### src/rtl/path_reader_pkg.sv
// Definitions shared by the path reader and its capture buffer.
package path_reader_pkg;

    localparam int COORD_W = 4;

    typedef enum logic [2:0] {
        IDLE   = 3'd0,
        POP    = 3'd1,
        WAIT   = 3'd2,
        STREAM = 3'd3,
        DONE   = 3'd4
    } state_e;

endpackage

### src/rtl/path_buf.sv
// Capture buffer for popped coordinates: synchronous write, asynchronous read, no reset on storage.
module path_buf
    import path_reader_pkg::*;
#(
    parameter int W     = COORD_W,
    parameter int DEPTH = 64,
    parameter int AW    = 6
) (
    input  logic            clk,
    input  logic            we,
    input  logic [AW-1:0]   waddr,
    input  logic [2*W-1:0]  wdata,
    input  logic [AW-1:0]   raddr,
    output logic [2*W-1:0]  rdata
);

    logic [2*W-1:0] mem_q [DEPTH];

    always_ff @(posedge clk) begin
        if (we) begin
            mem_q[waddr] <= wdata;
        end
    end

    assign rdata = mem_q[raddr];

endmodule

### src/rtl/path_reader.sv
// Drains the coordinate stack into a capture buffer, then replays the captured
// path oldest-first on a valid/ready stream.
module path_reader
    import path_reader_pkg::*;
#(
    parameter int W     = COORD_W,
    parameter int DEPTH = 64,
    parameter int AW    = 6
) (
    input  logic          clk,
    input  logic          rst,
    input  logic          start,
    output logic          stkPop,
    input  logic [W-1:0]  stkX,
    input  logic [W-1:0]  stkY,
    input  logic          stkEmpty,
    output logic          outValid,
    input  logic          outReady,
    output logic [W-1:0]  outX,
    output logic [W-1:0]  outY,
    output logic [AW:0]   count,
    output logic          busy,
    output logic          done,
    output logic          overflow
);

    localparam logic [AW-1:0] IDX_ONE  = AW'(1);
    localparam logic [AW-1:0] IDX_LAST = AW'(DEPTH - 1);
    localparam logic [AW:0]   CNT_ONE  = (AW + 1)'(1);
    localparam logic [AW:0]   CNT_FULL = (AW + 1)'(DEPTH - 1);

    state_e          state_q, state_d;
    logic [AW:0]     count_q, count_d;
    logic [AW-1:0]   rdIdx_q, rdIdx_d;
    logic            overflow_q, overflow_d;
    logic [2*W-1:0]  out_q, out_d;
    logic            stkPop_q, stkPop_d;
    logic            outValid_q, outValid_d;
    logic            done_q, done_d;
    logic            busy_q, busy_d;

    logic            bufWe;
    logic [AW-1:0]   bufWaddr;
    logic [AW-1:0]   bufRaddr;
    logic [2*W-1:0]  bufWdata;
    logic [2*W-1:0]  bufRdata;

    path_buf #(
        .W     (W),
        .DEPTH (DEPTH),
        .AW    (AW)
    ) u_buf (
        .clk   (clk),
        .we    (bufWe),
        .waddr (bufWaddr),
        .wdata (bufWdata),
        .raddr (bufRaddr),
        .rdata (bufRdata)
    );

    // Replay runs backwards through the buffer: the last entry popped is the
    // oldest push, so it is presented first.
    always_comb begin
        state_d    = state_q;
        count_d    = count_q;
        rdIdx_d    = rdIdx_q;
        overflow_d = overflow_q;
        out_d      = out_q;
        bufWe      = 1'b0;
        bufWaddr   = count_q[AW-1:0];
        bufWdata   = {stkX, stkY};
        bufRaddr   = rdIdx_q - IDX_ONE;

        unique case (state_q)
            IDLE: begin
                if (start) begin
                    count_d    = '0;
                    overflow_d = 1'b0;
                    state_d    = POP;
                end
            end
            POP: begin
                state_d = WAIT;
            end
            WAIT: begin
                if (stkEmpty) begin
                    if (count_q == '0) begin
                        state_d = DONE;
                    end else begin
                        bufRaddr = count_q[AW-1:0] - IDX_ONE;
                        rdIdx_d  = count_q[AW-1:0] - IDX_ONE;
                        out_d    = bufRdata;
                        state_d  = STREAM;
                    end
                end else begin
                    bufWe   = 1'b1;
                    count_d = count_q + CNT_ONE;
                    if (count_q == CNT_FULL) begin
                        // The final entry is still being written, so present it straight from the stack.
                        overflow_d = 1'b1;
                        rdIdx_d    = IDX_LAST;
                        out_d      = {stkX, stkY};
                        state_d    = STREAM;
                    end else begin
                        state_d = POP;
                    end
                end
            end
            STREAM: begin
                if (outValid_q && outReady) begin
                    if (rdIdx_q == '0) begin
                        state_d = DONE;
                    end else begin
                        rdIdx_d = rdIdx_q - IDX_ONE;
                        out_d   = bufRdata;
                    end
                end
            end
            DONE: begin
                state_d = IDLE;
            end
            default: begin
                state_d = IDLE;
            end
        endcase

        stkPop_d   = (state_d == POP);
        outValid_d = (state_d == STREAM);
        done_d     = (state_d == DONE);
        busy_d     = (state_d != IDLE);
    end

    always_ff @(posedge clk or negedge rst) begin
        if (!rst) begin
            state_q    <= IDLE;
            count_q    <= '0;
            rdIdx_q    <= '0;
            overflow_q <= 1'b0;
            out_q      <= '0;
            stkPop_q   <= 1'b0;
            outValid_q <= 1'b0;
            done_q     <= 1'b0;
            busy_q     <= 1'b0;
        end else begin
            state_q    <= state_d;
            count_q    <= count_d;
            rdIdx_q    <= rdIdx_d;
            overflow_q <= overflow_d;
            out_q      <= out_d;
            stkPop_q   <= stkPop_d;
            outValid_q <= outValid_d;
            done_q     <= done_d;
            busy_q     <= busy_d;
        end
    end

    assign stkPop   = stkPop_q;
    assign outValid = outValid_q;
    assign outX     = out_q[2*W-1:W];
    assign outY     = out_q[W-1:0];
    assign count    = count_q;
    assign busy     = busy_q;
    assign done     = done_q;
    assign overflow = overflow_q;

endmodule

### config.mk
export PLATFORM = sky130hd
export DESIGN_NAME = path_reader
export DESIGN_NICKNAME = d
export VERILOG_FILES = /design/src/rtl/path_reader_pkg.sv /design/src/rtl/path_buf.sv /design/src/rtl/path_reader.sv
export SDC_FILE = /design/constraint.sdc
export NUM_CORES = 1
export LEC_CHECK = 0
export ABC_AREA = 0
export CAP_MARGIN = 20
export CORE_MARGIN = 2
export CORE_UTILIZATION = 57
export DETAILED_ROUTE_END_ITERATION = 8
export DONT_BUFFER_PORTS = 1
export GPL_TIMING_DRIVEN = 1
export PLACE_DENSITY_LB_ADDON = 0.25
export SKIP_LAST_GASP = 1
export SLEW_MARGIN = 10
export SYNTH_ARGS = -nofsm -noshare
export SYNTH_HDL_FRONTEND = slang
export SYNTH_SLANG_ARGS = --single-unit
### constraint.sdc
create_clock -name clk -period 3.4 [get_ports clk]
set_clock_uncertainty 0.1 [all_clocks]
set_input_delay 0.34 -clock clk [delete_from_list [all_inputs] [get_ports clk]]
set_output_delay 0.34 -clock clk [all_outputs]
set_load 0.05 [all_outputs]
==> results.md <==
| Result | Reported |
| --- | --- |
| Cell types with the highest counts after synthesis | edfxtp_1, a211oi_1, nand2_1 |
| Total wire length after detailed routing | 68000 um |
| Number of buffers added on ports | 0 |
| Number of nets produced by synthesis | 1666 |
| Combined area of all synthesized cells | 22800 sq um |
| Wire per inst | 28.7 um |
| Total of endpoints with negative setup slack in the final report | 6 |
| Fin Hold WS | 13.7 ps |
| Gp weighted congestion | 0.910 |
| DRC viols | 0 |
| Final worst setup slack | -144 ps |
| Crit. Startpoint | count[0]$_DFFE_PN0P_ |
| CTS Sinks | 541 |
| Share of the clock period used by the worst path after layout | 1.04 |
| TritonCTS buffer count | 53 |
| Fin. Hold Viols | 0 |
| Highest clock rate | 0.282 GHz |
| Synthesized instance count | 1648 |
| Count of distinct cell types in the synthesized netlist | 66 |
| Number of nets at the end of the flow | 1822 |
| Number of global-route vias before repair | 14900 |
| Endpoint kind of the worst setup timing path | flop |
| Tightest slew margin relative to the limit | 0.210 |
| Reg clk slew, reported paths | 60 ps |
| CTS HTree Levels | 2 |
| Starting density of the core | 0.576 |
| Most numerous cell in the Yosys netlist | edfxtp_1 |
| Status | finished with violations |
| Part of the Yosys area used for sequential elements | 0.706 |
| Main synth FF type | edfxtp_1 |
| Post-synth EDFFs | 512 |
| Routed Antenna Nets | 0 |
| Max Buffers Root-to-Sink | 3 |
| Syn_area_per_cell | 13.8 sq um |
| Number of violations of the max-capacitance limit | 0 |
| Number of cell rows | 73 |
| Maximum number of pins on one net before global-route repair | 70 |
| Number of top-level pins | 33 |
| Yosys warns | 0 |
| TritonRoute pass-1 iters | 6 |
| Total count of max-transition violations in the final report | 0 |
| Post-synth top area share | 0.674 |
| Growth of design area from synthesis to finish | 21.8% |
| Dominant cells by area after synthesis | edfxtp_1, a211oi_1, dfrtp_1 |
| WP data required | 3790 ps |
| Critical Path Start Type | flop |
| Actual transition at the worst max-transition pin | 1190 ps |
| All-Layer GR Usage | 0.313 |
| Number of vias in the routed layout | 16100 |
| RSZ-0062 raised after global routing | true |
| Std-Cell Core Area | 39600 sq um |
| Antenna violations before repair | 0 |
| Violations in the final reports | setup timing |
| Vias per std cell | 6.80 |
| Count of antenna diodes in the layout | 0 |
| HPWL after DPL | 38500 um |
| Global route total overflow | 0 |
| Class of the tightest hold or removal check | in2reg |
| Layout cells sized above 1 | 0.245 |
| Most area-hungry cell type in the Yosys netlist | edfxtp_1 |
| Clock root buffer | clkbuf_16 |
| #FFs+latches synth | 541 |
| Crit Path Max Fanout | 10 |
| Clock tree from TritonCTS | yes |
| Arr. time, crit path | 3930 ps |
| Final min period | 3540 ps |
| Number of DRC violations after detailed-routing iteration 0 | 2170 |
| Critical register-to-register path startpoint | count[0]$_DFFE_PN0P_ |
| Startpoint of the worst hold path | stkX[1] |
| X dimension of the die | 204 um |
| Global-route wire length before repair | 96000 um |
| Clock network latency to the later pin of the worst-skew pair | 610 ps |
| Ys async rst share | 0.0536 |
| Die Area | 41700 sq um |
| Setup Crit Path Kind | reg2reg |
| Die Ht | 204 um |
-- through the flow --
step           worst slack, ps  cell area (sq um)  TNS [ps]  std cells  utilization
5_1_grt                   -178              27800     -1080       2372        0.701
3_3_place_gp              -450              24700     -1680       2236        0.623
3_5_place_dp              -621              24700     -2880       2236        0.623
4_1_cts                  -12.5              26900     -19.0       2348        0.680
6_report                  -144              27800      -580       2372        0.701
2_1_floorplan             5.08              22800         0       1648            -
-- layout make-up --
cell class | instances | area, sq um
Fill cell | 2597 | 11800
Timing Repair Buffer | 241 | 2460
Clock buffer | 63 | 1410
Sequential cell | 541 | 16100
Tap cell | 525 | 657
Clock inverter | 35 | 359
Inverter | 7 | 26.3
Multi-Input combinational cell | 960 | 6780
-- cell families after synthesis --
group                    share of synthesized area
flip-flops                                   0.706
AO/OA/AOI/OAI                                0.149
AND/OR/NAND/NOR                             0.0896
buffers and inverters                       0.0293
multiplexers                                0.0184
XOR/XNOR                                   0.00499
adder cells (fa/ha/maj)                    0.00274
-- repair_timing --
action                                 CTS  global route
pin swaps                                2            23
setup endpoints to repair                8             9
endpoints found under the hold margin  555             0
resized for setup                       39           100
hold buffers                            11             0
setup buffers                            2            16
cloned                                   1             8
-- critical path: stages, from the launching register on --
cell and delay, ps:
dfrtp_2 410, inv_2 80, ha_4 130, or3b_4 440, o21ai_4 260, buf_4 170
buf_6 110, a32oi_4 120, buf_12 210, clkbuf_8 180, a211oi_1 370, a2111oi_0 140
buf_4 180, o311ai_4 100, a21oi_1 130, o41ai_1 300
-- state kept, by name (all words and copies together) (netlist names) --
register and cells:
stkPop 1, outValid 1, rdIdx_q 6, out_q 8, busy 1, done 1
overflow 1, state_q 3, u_buf.mem_q 512, count 7
-- layer usage --
| metal | track usage | up-vias | wire [um] |
|---|---|---|---|
| met2 | 0.469 | 1121 | 30900 |
| met1 | 0.450 | 7975 | 25700 |
| met5 | 0 | - | 0 |
| met4 | 0.142 | 0 | 3490 |
| met3 | 0.0577 | 204 | 7860 |
| li1 | - | 6831 | - |
-- worst paths after layout --
path                                                end  slack (ps)  depth (start not counted)
setup / recovery                   out_q[1]$_DFFE_PN0P_        -140                         15
hold / removal             u_buf.mem_q[41][5]$_DFFE_PP_          10                          1
setup reg to reg                   out_q[1]$_DFFE_PN0P_        -140                         15
hold reg to reg                  rdIdx_q[5]$_DFFE_PN0P_         380                          1
max in group asynchronous          count[1]$_DFFE_PN0P_        2900                          2
min in group asynchronous          out_q[2]$_DFFE_PN0P_         100                          2
-- cell usage in the layout, fill, tap and decap left out, types with 12 or more instances in the layout --
master     synthesis  final
edfxtp_1         512    512
o21ai_0          105     98
dfrtp_1           29     27
clkbuf_16          0     62
a211oi_2           0     29
clkinv_1           0     12
nor2_1            97     96
a211o_1           16     16
mux2_2            21     20
a211oi_1         172    136
and3_1            72     72
a2111o_1          16     16
mux2_1            14     13
nand2_1          118    117
a21oi_1           62     51
nand3_1          105    105
buf_12             0     23
buf_4              6    190
a311oi_1          16     12
a311o_1           16     16
Power is left out: the tool's default activity adds up to more than one toggle a clock period on the data nets, which glitch-free logic cannot reach.
